[src/rtl/nprime0_calc_pkg.sv]
// rtl/nprime0_calc_pkg.sv - shared constants, state encoding and helpers for nprime0_calc
package nprime0_calc_pkg;

    // Word width used when the instantiating context does not override it.
    localparam int DEFAULT_DATA_WIDTH = 32;

    // Controller states.
    typedef enum logic [1:0] {
        ST_IDLE = 2'd0,
        ST_RUN  = 2'd1,
        ST_DONE = 2'd2
    } state_e;

    // Iteration counter width: clog2 of the word width, never below one bit.
    function automatic int cnt_width(input int w);
        return (w > 1) ? $clog2(w) : 1;
    endfunction

endpackage

[src/rtl/nprime0_calc.sv]
// rtl/nprime0_calc.sv - bit-serial Montgomery constant n'0 = -n0^-1 mod 2^W with one-word write port
//
// Ports:
//   clock   - rising-edge clock
//   reset   - asynchronous active-high reset
//   start   - request a computation (accepted when no computation is running)
//   n0      - least-significant modulus word, latched when start is accepted
//   busy    - computation in progress
//   done    - one-cycle pulse: result or error valid
//   err     - n0 was even (no inverse); held until the next accepted start
//   nprime0 - result register, held until the next successful computation
//   wren    - write strobe to the nprime0 memory (done & ~err)
//   address - nprime0 memory address, always 0
//   data    - nprime0 memory write data, equals nprime0
module nprime0_calc
    import nprime0_calc_pkg::*;
#(
    parameter int DATA_WIDTH = DEFAULT_DATA_WIDTH
) (
    input  logic                  clock,
    input  logic                  reset,
    input  logic                  start,
    input  logic [DATA_WIDTH-1:0] n0,
    output logic                  busy,
    output logic                  done,
    output logic                  err,
    output logic [DATA_WIDTH-1:0] nprime0,
    output logic                  wren,
    output logic                  address,
    output logic [DATA_WIDTH-1:0] data
);

    localparam int              CNT_W    = cnt_width(DATA_WIDTH);
    localparam logic [CNT_W-1:0] CNT_LAST = CNT_W'(DATA_WIDTH - 1);

    state_e                state_q, state_d;
    logic [DATA_WIDTH-1:0] t_q, t_d;
    logic [DATA_WIDTH-1:0] r_q, r_d;
    logic [DATA_WIDTH-1:0] n_q, n_d;
    logic [CNT_W-1:0]      cnt_q, cnt_d;
    logic                  err_q, err_d;
    logic [DATA_WIDTH-1:0] nprime0_q, nprime0_d;

    always_ff @(posedge clock or posedge reset) begin
        if (reset) begin
            state_q   <= ST_IDLE;
            t_q       <= '0;
            r_q       <= '0;
            n_q       <= '0;
            cnt_q     <= '0;
            err_q     <= 1'b0;
            nprime0_q <= '0;
        end else begin
            state_q   <= state_d;
            t_q       <= t_d;
            r_q       <= r_d;
            n_q       <= n_d;
            cnt_q     <= cnt_d;
            err_q     <= err_d;
            nprime0_q <= nprime0_d;
        end
    end

    always_comb begin
        state_d   = state_q;
        t_d       = t_q;
        r_d       = r_q;
        n_d       = n_q;
        cnt_d     = cnt_q;
        err_d     = err_q;
        nprime0_d = nprime0_q;

        case (state_q)
            // DONE lasts one cycle and behaves like IDLE for start, so a held
            // start yields one result every W+1 cycles.
            ST_IDLE, ST_DONE: begin
                state_d = ST_IDLE;
                if (start) begin
                    n_d   = n0;
                    t_d   = '0;
                    r_d   = '0;
                    cnt_d = '0;
                    if (!n0[0]) begin
                        // Even modulus word has no inverse mod 2^W.
                        err_d   = 1'b1;
                        state_d = ST_DONE;
                    end else begin
                        err_d   = 1'b0;
                        state_d = ST_RUN;
                    end
                end
            end

            ST_RUN: begin
                // Force bit cnt of t to 1 by adding n shifted into that
                // position; the shift and sum both truncate to W bits.
                if (!t_q[cnt_q]) begin
                    t_d        = t_q + (n_q << cnt_q);
                    r_d[cnt_q] = 1'b1;
                end
                cnt_d = cnt_q + CNT_W'(1);
                if (cnt_q == CNT_LAST) begin
                    nprime0_d = r_d;
                    state_d   = ST_DONE;
                end
            end

            default: state_d = ST_IDLE;
        endcase
    end

    assign busy    = (state_q == ST_RUN);
    assign done    = (state_q == ST_DONE);
    assign err     = err_q;
    assign wren    = done & ~err_q;
    assign address = 1'b0;
    assign nprime0 = nprime0_q;
    assign data    = nprime0_q;

endmodule

[config.mk]
export PLATFORM = sky130hd
export DESIGN_NAME = nprime0_calc
export DESIGN_NICKNAME = d
export VERILOG_FILES = /design/src/rtl/nprime0_calc_pkg.sv /design/src/rtl/nprime0_calc.sv
export SDC_FILE = /design/constraint.sdc
export NUM_CORES = 1
export LEC_CHECK = 0
export BUFFER_PORTS_ARGS = -buffer_cell sky130_fd_sc_hd__buf_2
export CAP_MARGIN = 20
export CORE_ASPECT_RATIO = 1.25
export CORE_MARGIN = 1
export CORE_UTILIZATION = 45
export CTS_CLUSTER_DIAMETER = 150
export DETAILED_ROUTE_END_ITERATION = 16
export SKIP_CTS_REPAIR_TIMING = 1
export SLEW_MARGIN = 40
export SYNTH_ARGS = -nofsm -noshare
export SYNTH_HDL_FRONTEND = slang
export SYNTH_SLANG_ARGS = --single-unit
[constraint.sdc]
create_clock -name clock -period 13.95 [get_ports clock]
set_clock_uncertainty 0.1 [all_clocks]
set_input_delay 1.395 -clock clock [delete_from_list [all_inputs] [get_ports clock]]
set_output_delay 1.395 -clock clock [all_outputs]
set_load 0.05 [all_outputs]
# Word-level counts from Yosys, hierarchy flattened
# Cells that the tools add are included.
[totals]
ff_bits = 136
inputBits = 35
elab_cells = 45
[classes]
add_sub_neg = 2
order_cmp = 2
n_eq_ne = 6
shift = 1
muxes = 16
n_bitwise = 3
n_reduce_logical = 8
[ops]
columns = ["operator", "count"]
rows = [
  ["$pmux 32 s2", 2],
  ["$mux 32", 3],
  ["$add 32x32->32", 1],
  ["$or 32x32->32", 1],
  ["$shl 32x5->32", 1],
  ["$pmux 5 s2", 1],
  ["$lt 5x6->1 const B", 1],
  ["$mux 2", 3],
  ["$reduce_and 2->1", 3],
  ["$add 5x1->5 const B", 1],
  ["$bmux 1 s5", 1],
  ["$demux 1 s5", 1],
  ["$eq 5x5->1 const B", 1],
  ["$ge 5x1->1 const B", 1],
  ["$mux 5", 1],
  ["$ne 2x2->1 const B", 2],
  ["$pmux 2 s2", 1],
  ["$mux 1", 3],
  ["$reduce_and 3->1", 1],
  ["$eq 2x1->1 const B", 1],
  ["$eq 2x2->1 const B", 1],
  ["$logic_not 2->1", 1],
  ["$ne 2x1->1 const B", 1],
  ["$reduce_bool 2->1", 1],
  ["other kinds (4)", 4],
]

# Longest topological paths before layout
[depth]
word_depth = 7
ltp_mapped = 21
ltp_nobuf = 18

# Worst setup path before layout
# OpenSTA, ideal clock, no wires.
[synth_path]
path_kind = "flip-flop to flip-flop"
start = "reg cnt_q[1]"
end = "reg t_q[31]"
arrival_ns = 4.175
required_time_ns = 13.723
path_slack_ns = 9.548
path_stages_with_launch = 22
path_buffers = 4
synth_period_minus_slack_ns = 4.402
path_cell_list = "dfrtp_1 -> buf_6 -> buf_6 -> buf_1 -> mux2_2 -> nand2_1 -> o21ai_0 -> a21oi_1 -> nand2_1 -> o21ai_0 -> nor2_1 -> ha_1 -> clkbuf_1 -> a21oi_1 -> o21ai_0 -> a221oi_1 -> nor2_1 -> a211oi_1 -> nor3_1 -> or4_4 -> a31oi_1 -> mux2i_1"
[synth_via]
elab_chain_cells = 4
word_cells_on_any_way = 8
classes_between = "1 x add/sub; 1 x eq/ne; 1 x shift; 4 x mux; 1 x reduce/logical"
[synth_lines]
columns = ["element", "line", "rtl"]
rows = [
  ["start, declared", "nprime0_calc.sv:40", "logic [CNT_W-1:0] cnt_q, cnt_d;"],
  ["start signal, assigned", "nprime0_calc.sv:58", "cnt_q <= cnt_d;"],
  ["$shl 32x5->32 / $bmux 1 s5 (equally long branches)", "nprime0_calc.sv:98, nprime0_calc.sv:97", ""],
  ["$add 32x32->32 / $mux 1 (equally long branches)", "nprime0_calc.sv:98, nprime0_calc.sv:97", ""],
  ["$mux 32 / $ne 2x2->1 (equally long branches)", "-", ""],
  ["$pmux 32 s2 / $reduce_and 3->1 (equally long branches)", "-", ""],
  ["end signal, assigned", "nprime0_calc.sv:55", "t_q <= t_d;"],
  ["end, declared", "nprime0_calc.sv:37", "logic [DATA_WIDTH-1:0] t_q, t_d;"],
]
# Several ways; a longest one is shown, not always the timed one. The select of a mux whose other input is x is not followed.
# A chain may end at the register's enable or synchronous reset.

# Final worst setup path
[layout_path]
start = "reg cnt_q[0]"
end = "reg t_q[31]"
# The elaborated chain is that of the path after synthesis.

==> impl_metrics.env <==
export IMPL_status="complete, no violations"
export IMPL_grt_first_pass_wirelength_um=38580
export IMPL_place_worst_setup_slack_ns=8.706
export IMPL_drt_vias_per_instance=5.520
export IMPL_die_height_um=159.5
export IMPL_arrival_ns=5.34
export IMPL_root_buffer="clkbuf_16"
export IMPL_die_area_um2=20410
export IMPL_cts_buffers=17
export IMPL_maxSlewViolCount=0
export IMPL_syn_area_um2=8929
export IMPL_wl_um=22720
export IMPL_grt_max_degree=78
export IMPL_start_kind="flip-flop"
export IMPL_placed_cell_area_um2=9325
export IMPL_cts_tree="yes"
export IMPL_die_x_um=128.0
export IMPL_grt_setup_unrepaired="no"
export IMPL_timing_final_crit_share_pct=36.81
export IMPL_avgRoutedWirePerCell_um=16.74
export IMPL_cp_slowest_cell="clkinv_1"
export IMPL_finalSetupViolCount=0
export IMPL_ys_ff_latch=136
export IMPL_gp_congestion=0.9035
export IMPL_finalPower_mw=2.896
export IMPL_cts_buffer_depth=2
export IMPL_path_buf_inv=2
export IMPL_postSynthCellCount=1058
export IMPL_leakagePower_nw=4.898
export IMPL_tightestPinTransition_ns=0.7286
export IMPL_ios=104
export IMPL_min_period_ns=5.135
export IMPL_first_iter_violations=467
export IMPL_drive_gt1_share_pct=16.94
export IMPL_worstSetupEndpointType="flip-flop"
export IMPL_finalSetupTns_ns=0
export IMPL_finalHoldViolations=0
export IMPL_vias=7490
export IMPL_slowest_delay_ns=0.74
export IMPL_cp_data_required_time_ns=14.16
export IMPL_fill_cells=1957
export IMPL_hpwlAfterDp_um=16140
export IMPL_grt_pass1_vias=7467
export IMPL_finalNetCount=1152
export IMPL_pwr_density_cell_nw_per_um2=291.8
export IMPL_drc_errors=0
export IMPL_maxSlewHeadroom_pct=51.13
export IMPL_ys_types=59
export IMPL_antenna_cells=0
export IMPL_whs_ns=0.3847
export IMPL_overflow=0
export IMPL_area_delta_synth_final_pct=11.15
export IMPL_cts_sinks=136
export IMPL_synth_edf_count=0
export IMPL_syn_nets=1130
export IMPL_crit_fanout=46
export IMPL_antenna_left=0
export IMPL_maxCapViolations=0
export IMPL_row_count=57
export IMPL_fin_area_um2=9925
export IMPL_cp_top_family="compound AO/OA/AOI/OAI gates"
export IMPL_drt_pre_antenna_iters=5
export IMPL_antenna_found_initial=0
export IMPL_synth_warning_count=0
export IMPL_port_buffers=102
export IMPL_track_usage_pct=24.01
export IMPL_insertion_delay_ns=0.43
export IMPL_fin_ws_ns=8.815
export IMPL_ys_flop_type="dfrtp_1"
export IMPL_min_path_type="reg2reg"
export IMPL_htreeDepth=4
export IMPL_crit_type="reg2reg"
export IMPL_cp_cell_sequence="buf_4, clkinv_1, nand2_1, nand2_1, mux2i_1, o21ai_0, o22ai_1, ha_1, and4_1, a221oi_1, nor2_1, a211oi_1, nor3_1, or4_4, a31oi_1, mux2i_1"
export IMPL_yosysSeqAreaShare_pct=38.12
export IMPL_core_area_um2=19470
export IMPL_syn_area_per_cell_um2=8.439
export IMPL_fmax_ghz=0.1947
export IMPL_async_reset_ff_share_pct=100.0
export IMPL_start_util_pct=45.86
export IMPL_irDropWorstVdd_mv=0.1772
export IMPL_cts_clk_slew_worst_paths_ns=0.06
==> final timing paths <==
kind | startpoint | end | slack [ns] | depth (start not counted)
min | n_q[31]$_DFFE_PP0P_ | n_q[31]$_DFFE_PP0P_ | 0.38 | 2
min in group asynchronous | reset | data[5]$_DFFE_PP0P_ | 0.98 | 2
max | cnt_q[0]$_DFFE_PP0P_ | t_q[31]$_DFFE_PP0P_ | 8.82 | 16
max reg2reg | cnt_q[0]$_DFFE_PP0P_ | t_q[31]$_DFFE_PP0P_ | 8.82 | 16
max in group asynchronous | reset | cnt_q[1]$_DFFE_PP0P_ | 11.76 | 3
min reg2reg | n_q[31]$_DFFE_PP0P_ | n_q[31]$_DFFE_PP0P_ | 0.38 | 2
==> report_power, final <==
group	switching [mW]	internal (mW)	total (mW)	leakage (nW)
Combinational	1.09	0.720	1.81	2.82
Sequential	0.123	0.505	0.628	1.80
Clock	0.185	0.269	0.453	0.283
==> worst min-delay path: cells and delay by family (launching register included) <==
kind / cells / cell delay (ns)
DFF: 1 / 0.35
and+or+nand+nor: 2 / 0.11
==> metrics by stage <==
step / utilization [%] / instances
after global routing: 50.97 / 1357
after global placement: 47.70 / 1326
after floorplan: - / 1058
final: 50.97 / 1357
after CTS: 50.90 / 1357
after detailed placement: 47.90 / 1326
==> sequential cells by signal, summed over array words and instances, names as in the netlist <==
register,flops
t_q,32
state_q,2
r_q,32
cnt_q,5
data,32
n_q,32
err,1
==> cells in the mapped netlist, types with 7 or more instances <==
cell,count,area share [%]
and3_1,7,0.49
inv_1,14,0.59
nand2b_1,7,0.49
ha_1,36,5.0
dfrtp_1,136,38
a21oi_1,85,4.8
nand3_1,35,2.0
nor2_1,97,4.1
a21o_1,20,1.7
mux2_2,10,1.3
mux4_2,12,3.0
nor2b_1,7,0.49
xnor2_1,11,1.1
xor2_1,9,0.88
a31oi_1,27,1.9
buf_1,13,0.55
o21ai_0,89,5.0
nor3_1,12,0.67
nand2_1,206,8.7
mux2i_1,48,5.4
clkbuf_1,53,2.2
buf_4,35,2.9
==> area by class of cell <==
type                       instances  area [µm²]  area share, %
tap                              265       331.6          3.341
clock inverter                    13       146.4          1.475
inverter                          18       72.57         0.7312
sequential                       136        3408          34.34
timing repair buffer             110       574.3          5.787
clock buffer                      18       439.2          4.425
multi-input combinational        797        4952          49.90
==> metal layers <==
| metal | track usage [%] | vias to the layer above | routed length, µm |
|---|---|---|---|
| met2 | 41.75 | 178 | 11480 |
| met3 | 4.066 | 45 | 764 |
| met5 | 0 | - | 0 |
| met1 | 29.45 | 3545 | 9883 |
| met4 | 9.198 | 0 | 592 |
| li1 | - | 3722 | - |
==> cells by family (layout without fill, tap and decap cells) <==
logic type,after synthesis,after routing,synth area share (%)
xor+xnor,20,20,1.962
other cells,1,1,0.04200
buf+inv,125,159,7.119
fa+ha+maj,37,37,5.269
compound gates,271,271,17.80
flops,136,136,38.12
simple gates,393,393,18.55
mux,75,75,11.14
==> cells in the final DEF (no fill, tap or decap), types with 7 or more instances in the layout <==
cell       netlist  final
nand2_1        206    205
dfrtp_1        136    134
buf_2            3    102
nor2_1          97     96
o21ai_0         89     89
a21oi_1         85     85
mux2i_1         48     48
ha_1            36     36
nand3_1         35     35
a31oi_1         27     27
a21o_1          20     20
clkbuf_16        0     17
inv_1           14     13
mux4_2          12     12
xnor2_1         11     11
nor3_1          12     10
mux2_2          10     10
xor2_1           9      9
and3_1           7      7
buf_4           35      7
Power figures use the tool's default switching activity.
